`src/rtl/gmii_tx_arbiter.sv`:
```
// Two-source GMII transmit arbiter: round-robin at frame boundaries, preamble/SFD
// insertion, inter-frame gap, max-length enforcement and underrun error signalling.
module gmii_tx_arbiter #(
   parameter int PREAMBLE_BYTES = 7,
   parameter int IFG_BYTES      = 12,
   parameter int MAX_BYTES      = 1518
) (
   input  logic       clk,
   input  logic       rst,
   input  logic [7:0] s0_data,
   input  logic       s0_valid,
   input  logic       s0_last,
   output logic       s0_ready,
   input  logic [7:0] s1_data,
   input  logic       s1_valid,
   input  logic       s1_last,
   output logic       s1_ready,
   output logic [7:0] tx_data,
   output logic       tx_en,
   output logic       tx_er,
   output logic [1:0] grant,
   output logic       tx_abort
);

   localparam int CW = $clog2(MAX_BYTES + 2);
   localparam int TW = $clog2(PREAMBLE_BYTES + IFG_BYTES + 1);

   typedef enum logic [2:0] {IDLE, PRE, SFD, DATA, DRAIN, IFG} state_t;

   state_t        state, state_nx;
   logic [1:0]    grant_nx;
   logic          last_grant, last_grant_nx;
   logic          pick;
   logic [CW-1:0] byte_cnt, byte_cnt_nx;
   logic [TW-1:0] tmr, tmr_nx;
   logic [7:0]    data_nx;
   logic          en_nx, er_nx, abort_nx;

   logic [7:0]    sel_data;
   logic          sel_valid, sel_last, accepting;

   assign sel_data  = grant[1] ? s1_data  : s0_data;
   assign sel_valid = grant[1] ? s1_valid : s0_valid;
   assign sel_last  = grant[1] ? s1_last  : s0_last;
   assign accepting = (state == DATA) || (state == DRAIN);
   assign s0_ready  = accepting & grant[0];
   assign s1_ready  = accepting & grant[1];

   always_ff @(posedge clk) begin
      if (!rst) begin
         state      <= IDLE;
         grant      <= 2'b00;
         last_grant <= 1'b1;
         byte_cnt   <= '0;
         tmr        <= '0;
         tx_data    <= 8'h00;
         tx_en      <= 1'b0;
         tx_er      <= 1'b0;
         tx_abort   <= 1'b0;
      end else begin
         state      <= state_nx;
         grant      <= grant_nx;
         last_grant <= last_grant_nx;
         byte_cnt   <= byte_cnt_nx;
         tmr        <= tmr_nx;
         tx_data    <= data_nx;
         tx_en      <= en_nx;
         tx_er      <= er_nx;
         tx_abort   <= abort_nx;
      end
   end

   always_comb begin
      state_nx      = state;
      grant_nx      = grant;
      last_grant_nx = last_grant;
      byte_cnt_nx   = byte_cnt;
      tmr_nx        = tmr;
      pick          = 1'b0;
      data_nx       = 8'h00;
      en_nx         = 1'b0;
      er_nx         = 1'b0;
      abort_nx      = 1'b0;
      case (state)
         IDLE: begin
            grant_nx = 2'b00;
            if (s0_valid || s1_valid) begin
               // pick=1 selects source 1; a tie goes to whoever did not win last
               pick          = (s0_valid && s1_valid) ? ~last_grant : s1_valid;
               grant_nx      = pick ? 2'b10 : 2'b01;
               last_grant_nx = pick;
               tmr_nx        = TW'(PREAMBLE_BYTES - 1);
               state_nx      = PRE;
            end
         end
         PRE: begin
            data_nx = 8'h55;
            en_nx   = 1'b1;
            if (tmr == '0) state_nx = SFD;
            else           tmr_nx   = tmr - 1'b1;
         end
         SFD: begin
            data_nx     = 8'hD5;
            en_nx       = 1'b1;
            byte_cnt_nx = '0;
            state_nx    = DATA;
         end
         DATA: begin
            if (!sel_valid) begin
               en_nx    = 1'b1;
               er_nx    = 1'b1;
               abort_nx = 1'b1;
               state_nx = DRAIN;
            end else if (byte_cnt == CW'(MAX_BYTES)) begin
               // byte MAX_BYTES+1 is swallowed and replaced by the error cycle
               en_nx    = 1'b1;
               er_nx    = 1'b1;
               abort_nx = 1'b1;
               if (sel_last) begin
                  grant_nx = 2'b00;
                  tmr_nx   = TW'(IFG_BYTES - 2);
                  state_nx = IFG;
               end else begin
                  state_nx = DRAIN;
               end
            end else begin
               data_nx     = sel_data;
               en_nx       = 1'b1;
               byte_cnt_nx = byte_cnt + 1'b1;
               if (sel_last) begin
                  grant_nx = 2'b00;
                  tmr_nx   = TW'(IFG_BYTES - 2);
                  state_nx = IFG;
               end
            end
         end
         DRAIN: begin
            if (sel_valid && sel_last) begin
               grant_nx = 2'b00;
               tmr_nx   = TW'(IFG_BYTES - 2);
               state_nx = IFG;
            end
         end
         IFG: begin
            // IFG_BYTES-1 cycles here plus the IDLE arbitration cycle give IFG_BYTES low on tx
            if (tmr == '0) state_nx = IDLE;
            else           tmr_nx   = tmr - 1'b1;
         end
         default: begin
            grant_nx = 2'b00;
            state_nx = IDLE;
         end
      endcase
   end

endmodule
```
`config.mk`:
```
export PLATFORM = sky130hd
export DESIGN_NAME = gmii_tx_arbiter
export DESIGN_NICKNAME = d
export VERILOG_FILES = /design/src/rtl/gmii_tx_arbiter.sv
export SDC_FILE = /design/constraint.sdc
export NUM_CORES = 1
export LEC_CHECK = 0
export CAP_MARGIN = 0
export CORE_MARGIN = 5
export CORE_UTILIZATION = 51
export CTS_CLUSTER_DIAMETER = 40
export CTS_CLUSTER_SIZE = 16
export DETAILED_ROUTE_END_ITERATION = 6
export HOLD_SLACK_MARGIN = 0.08
export PLACE_DENSITY = 0.79
export SYNTH_ARGS = -nofsm -noshare
export SYNTH_HDL_FRONTEND = slang
export SYNTH_SLANG_ARGS = --single-unit
export TNS_END_PERCENT = 30
```
`constraint.sdc`:
```
create_clock -name clk -period 2.4 [get_ports clk]
set_input_delay 0.24 -clock clk [delete_from_list [all_inputs] [get_ports clk]]
set_output_delay 0.24 -clock clk [all_outputs]
set_load 0.01 [all_outputs]
```
Word level (Yosys, flattened, before mapping)
Cells that the tools add are included.
Widths: inputs -> output; s select.
{ "word_totals": {"elab_cells": 80, "inputBits": 22, "regBits": 32} }
{ "op_classes": {"addsub": 2, "n_reduce_logical": 17, "n_mux": 34, "n_bitwise": 4, "n_eq_ne": 15} }
{ "op_table": {"columns": ["operator", "n"], "rows": [
  ["$mux 5", 5],
  ["$mux 8", 3],
  ["$pmux 8 s3", 1],
  ["$mux 11", 2],
  ["$pmux 11 s2", 1],
  ["$mux 3", 7],
  ["$pmux 5 s4", 1],
  ["$pmux 3 s6", 1],
  ["$ne 2x2->1 const B", 7],
  ["$add 11x1->11 const B", 1],
  ["$eq 11x11->1 const B", 1],
  ["$mux 2", 5],
  ["$pmux 2 s4", 1],
  ["$mux 1", 7],
  ["$eq 3x2->1 const B", 2],
  ["$eq 3x3->1 const B", 2],
  ["$reduce_and 6->1", 1],
  ["$reduce_or 3->1", 2],
  ["$logic_not 5->1", 1],
  ["$reduce_and 5->1", 1],
  ["$sub 5x1->5 const B", 1],
  ["$ne 4x3->1 const B", 1],
  ["$reduce_and 2->1", 2],
  ["$reduce_and 4->1", 1],
  ["other kinds (11)", 15]
]} }

Depth between registers and ports, before layout
{ "logic_depth": {"depth_word": 5, "mapped_depth": 7} }

Worst setup path after synthesis
Ideal clock, no wire load.
{ "synth_timing": {"kind": "register -> register", "startpoint": "register byte_cnt[0]", "endpoint": "register byte_cnt[10]", "path_buffers": 0, "stages_incl_launch_ff": 7, "synth_period_minus_slack_ns": 1.634, "required_ns": 2.328, "arrival_time_ns": 1.562, "path_slack_ns": 0.766, "path_cell_list": "dfxtp_1 -> inv_1 -> ha_1 -> nand4_1 -> o31ai_4 -> a2111oi_0 -> mux2i_1"} }
{ "synth_between": {"elab_chain_len": 4, "word_cells_on_any_way": 7} }
{ "synth_rtl": {"columns": ["element", "line_no", "source"], "rows": [
  ["start, declared", "34", "logic [CW-1:0] byte_cnt, byte_cnt_nx;"],
  ["start signal, assigned", "64", "byte_cnt <= byte_cnt_nx;"],
  ["$add 11x1->11", "129", "byte_cnt_nx = byte_cnt + 1'b1;"],
  ["$mux 11", "114", "end else if (byte_cnt == CW'(MAX_BYTES)) begin"],
  ["$mux 11", "109", "if (!sel_valid) begin"],
  ["$pmux 11 s2", "84", "case (state)"]
]} }
Parallel ways exist; a longest one is shown, timed or not. The select of a mux whose other input is x is not followed.
A chain may end at the register's enable or synchronous reset.

Worst setup path after layout
{ "layout_timing": {"startpoint": "register state[0]", "endpoint": "output s0_ready"} }
{ "layout_between": {"elab_chain_len": 3, "word_cells_on_any_way": 4} }
{ "layout_rtl": {"columns": ["element", "line_no", "source"], "rows": [
  ["start, declared", "30", "state_t state, state_nx;"],
  ["start signal, assigned", "61", "state <= state_nx;"],
  ["$eq 3x2->1 or $eq 3x3->1 (tied branches)", "45", "assign accepting = (state == DATA) || (state == DRAIN);"],
  ["$logic_or 1x1->1 (*)", "45", null],
  ["$and 1x1->1 (*)", "46", "assign s0_ready = accepting & grant[0];"],
  ["end, declared", "13", "output logic s0_ready,"]
]} }
Mark *: on every way between the ends. The rest lies on a longest branch, timed or not.

==> impl.org <==
** Placement
- Number of buffers inserted by port buffering :: 36
- Dpl hpwl :: approximately 3300 um
- Cell count after placement :: 291
- Final weighted congestion in routability-driven placement :: 0.831
- Prior to clock tree synthesis, the placed netlist has a worst setup slack of roughly 0.42 ns.

** CTS
- Clock Root Buffer :: sky130_fd_sc_hd__clkbuf_8
- CTS tree :: done
- The longest clock path from root to sink contains 2 buffers.
- Clock-pin slew of the registers on the worst-case setup and hold paths :: 0.07 ns
- Hold repair after CTS inserted 0 buffers.
- After clock tree synthesis, the repair step resized 0 gates.
- Number of levels in the clock H-tree :: 2
- Clock tree synthesis found a total of 32 sinks.
- Worst-Skew Late Latency :: 0.29 ns
- Number of buffers inserted by post-CTS setup repair :: 0
- In this run, CTS created clock tree buffers numbering 5.

** Synthesis
- Number of synthesized flops with an enable pin :: 0
- Flip-flop cell with the highest count after synthesis :: sky130_fd_sc_hd__dfxtp_1
- A synthesized cell averages 8.67 um^2.
- Largest area contributor in the synthesized netlist :: sky130_fd_sc_hd__dfxtp_1
- Yosys printed 0 warnings.
- Main area contributors after synthesis :: sky130_fd_sc_hd__dfxtp_1 34%, sky130_fd_sc_hd__mux2i_1 6.4%, sky130_fd_sc_hd__nand2b_1 4.0%
- After synthesis, the netlist uses 55 different library cells.
- Synthesized flop and latch total :: 32
- Of the post-synthesis cell area, the dominant cell type holds 0.341.
- Share of the yosys chip area belonging to registers :: 0.341
- Fraction of synthesis flops using an asynchronous set or reset pin :: 0
- The number of nets in the synthesized netlist is roughly 240.
- Mapped Cells :: 217
- Cell area after synthesis :: roughly 1900 um^2

** Setup path
- Data required time of the critical path :: 2.16 ns
- Data arrival, critical path :: 2.02 ns
- STA classifies the critical path startpoint as a flip-flop.
- Maximum fanout along the worst path :: 16
- For the worst flop-to-flop path, the logic depth is 4.
- Worst setup path category :: flip-flop to output pin
- The worst setup path is captured at an output pin.

** Route
- Met2 WL :: 2070 um
- Number of design rule violations left after detail routing :: 0
- Antenna Violating Nets Remaining :: 0
- The first detailed-routing pass took 4 iterations.
- Vias/cell :: 5.80
- Aggregate routed wire length :: 4550 um
- Per-cell routed wire length :: 15.2 um
- Total number of vias :: between 1500 and 2000
- After detailed routing, the wire length on met1 is 2080 um.
- 1st-iter DRT viols :: 89
- Top Metal Used :: met4
- Met3 routed wirelength :: 311 um

** Pwr
- Worst voltage drop across the vdd grid :: between 0.4 and 0.5 mV
- The design draws 2.13 mW.
- Pleak :: 0.838 nW
- Power spread over the standard cell area amounts to 907 nW/um^2.

** Global routing
- Summed over all layers, the global routing overflow is 0.
- Wire length of the first global-routing pass :: 7630 um
- For this run, the total global-route usage over all layers was measured as 0.188.
- The number of antenna violations at the first check in global routing is 0.
- Vias in the first global route :: ~1700
- Entering global routing, the biggest net connects 19 pins.

** Floorplan
- Die W :: between 70 and 80 um
- The die covers 5000 um^2.
- Vertical die dimension :: 70.7 um
- Starting density of the core :: 0.522
- Site row count :: 22
- The total area inside the core boundary comes to 3610 um^2.
- Total I/O pin count :: 37

** STA
- Post-layout min period :: 2.26 ns
- Setup violations remaining at the end of the flow were counted as 0.
- Of the available clock period, the critical path in the final layout requires 0.940.
- Worst slew margin relative to its limit :: 0.621
- In the final timing run, aggregate negative setup slack is 0 ns.
- Setup repair after global routing missed its margin :: false
- Number of pins exceeding their max-slew limit in the final report :: 0
- Between clock sinks in the finished design, the worst skew comes to 0.00658 ns.
- Max Clk Rate :: 0.443 GHz
- The final hold violation count was 0.
- Worst Tran Pin Value :: 0.568 ns
- After layout, the worst setup slack is 0.144 ns.
- Across all hold checks on the routed design, the worst slack comes to 0.473 ns.

** Layout
- NumNets Final :: 276
- Share of post-route cells with drive strength above 1 :: 0.104
- In the layout the commonest cells are 36 x sky130_fd_sc_hd__clkdlybuf4s50_1, 32 x sky130_fd_sc_hd__dfxtp_1, 15 x sky130_fd_sc_hd__nand2_1.
- Filler cells :: 307
- The area growth from synthesis to layout is 25.1%.
- 0 antenna diodes ended up in the layout.
- Non-Filler Instances :: 299
- The library cell used most frequently in the layout, excluding fill and tap cells, is sky130_fd_sc_hd__clkdlybuf4s50_1.

** Job
- Reported max-cap violation count :: 0

** Min path
- The tightest min-delay check is of the flip-flop to flip-flop type.
- Counting instances, the worst hold path has a depth of 2.

** Outcome
- The run finished with clean final reports.
## worst max-delay path, cell delays in order (launching register included)
cell and delay [ns]:
sky130_fd_sc_hd__dfxtp_1 0.60, sky130_fd_sc_hd__nand3b_1 0.21, sky130_fd_sc_hd__o21ai_0 0.21, sky130_fd_sc_hd__and2_1 0.18, sky130_fd_sc_hd__clkdlybuf4s50_1 0.54
## flip-flops by register name, summed over array words and instances, names as in the netlist
signal / count
byte_cnt: 11
grant: 2
last_grant: 1
state: 3
tmr: 5
tx_abort: 1
tx_data: 8
tx_en: 1
## stage by stage
stage               area (um^2)  utilization
global route               2350        0.653
global placement           2260        0.627
finish                     2350        0.653
detailed placement         2260        0.627
floorplan                  1880            -
CTS                        2350        0.653
## cells by family (layout without fill, tap and decap cells)
logic type	count (synthesis)	count (layout)	share of synthesized area
and+or+nand+nor	86	86	0.264
AOI/OAI and AO/OA	52	52	0.202
DFF	32	32	0.341
buffers and inverters	24	58	0.0592
muxes	19	19	0.108
adders and majority gates	4	4	0.0266
## synthesized netlist by cell type, types with 2 or more instances
library cell,count
sky130_fd_sc_hd__a21oi_1,11
sky130_fd_sc_hd__nand3b_1,2
sky130_fd_sc_hd__nor3_1,4
sky130_fd_sc_hd__nor2_1,12
sky130_fd_sc_hd__mux2_2,6
sky130_fd_sc_hd__nand2_1,15
sky130_fd_sc_hd__o211ai_1,4
sky130_fd_sc_hd__buf_2,5
sky130_fd_sc_hd__a2111oi_1,2
sky130_fd_sc_hd__mux2i_1,12
sky130_fd_sc_hd__a31oi_1,7
sky130_fd_sc_hd__and3_1,3
sky130_fd_sc_hd__inv_1,9
sky130_fd_sc_hd__o21ai_0,4
sky130_fd_sc_hd__nand2b_1,12
sky130_fd_sc_hd__ha_1,4
sky130_fd_sc_hd__nand4_1,4
sky130_fd_sc_hd__dfxtp_1,32
sky130_fd_sc_hd__or4b_1,2
sky130_fd_sc_hd__a211oi_1,7
sky130_fd_sc_hd__a2111oi_0,2
sky130_fd_sc_hd__and2_1,5
sky130_fd_sc_hd__buf_4,2
sky130_fd_sc_hd__and3b_1,3
sky130_fd_sc_hd__clkbuf_1,7
sky130_fd_sc_hd__nand3_1,10
sky130_fd_sc_hd__o22ai_1,2
sky130_fd_sc_hd__nor3b_1,2
## final cells by class
cell class                 instances  area [um^2]  share of cell area
timing repair buffer              41          398               0.169
clock inverter                     2         10.0             0.00425
clock buffer                       6         82.6              0.0351
multi-input combinational        161         1130               0.480
inverter                           9         33.8              0.0144
tap                               48         60.1              0.0255
sequential                        32          641               0.272
## power by group
part	internal (mW)	total, mW	switching [mW]
registers	0.637	0.748	0.111
clock network	0.229	0.434	0.205
logic	0.444	0.952	0.508
total	1.31	2.13	0.824
## path summary, 6_finish.rpt
| kind | startpoint | endpoint | slack, ns |
|---|---|---|---|
| worst max register to register | state[0] | tmr[1] | 0.41 |
| worst max-delay path | state[0] | s0_ready | 0.14 |
| worst min register to register | byte_cnt[10] | byte_cnt[10] | 0.47 |
| worst min-delay path | byte_cnt[10] | byte_cnt[10] | 0.47 |
## per-layer routing
layer,vias to the layer above,global-route usage
met1,799,0.234
li1,863,-
met5,-,0
met2,63,0.297
met3,10,0.0639
met4,0,0.0772
Power figures use the tool's default switching activity.
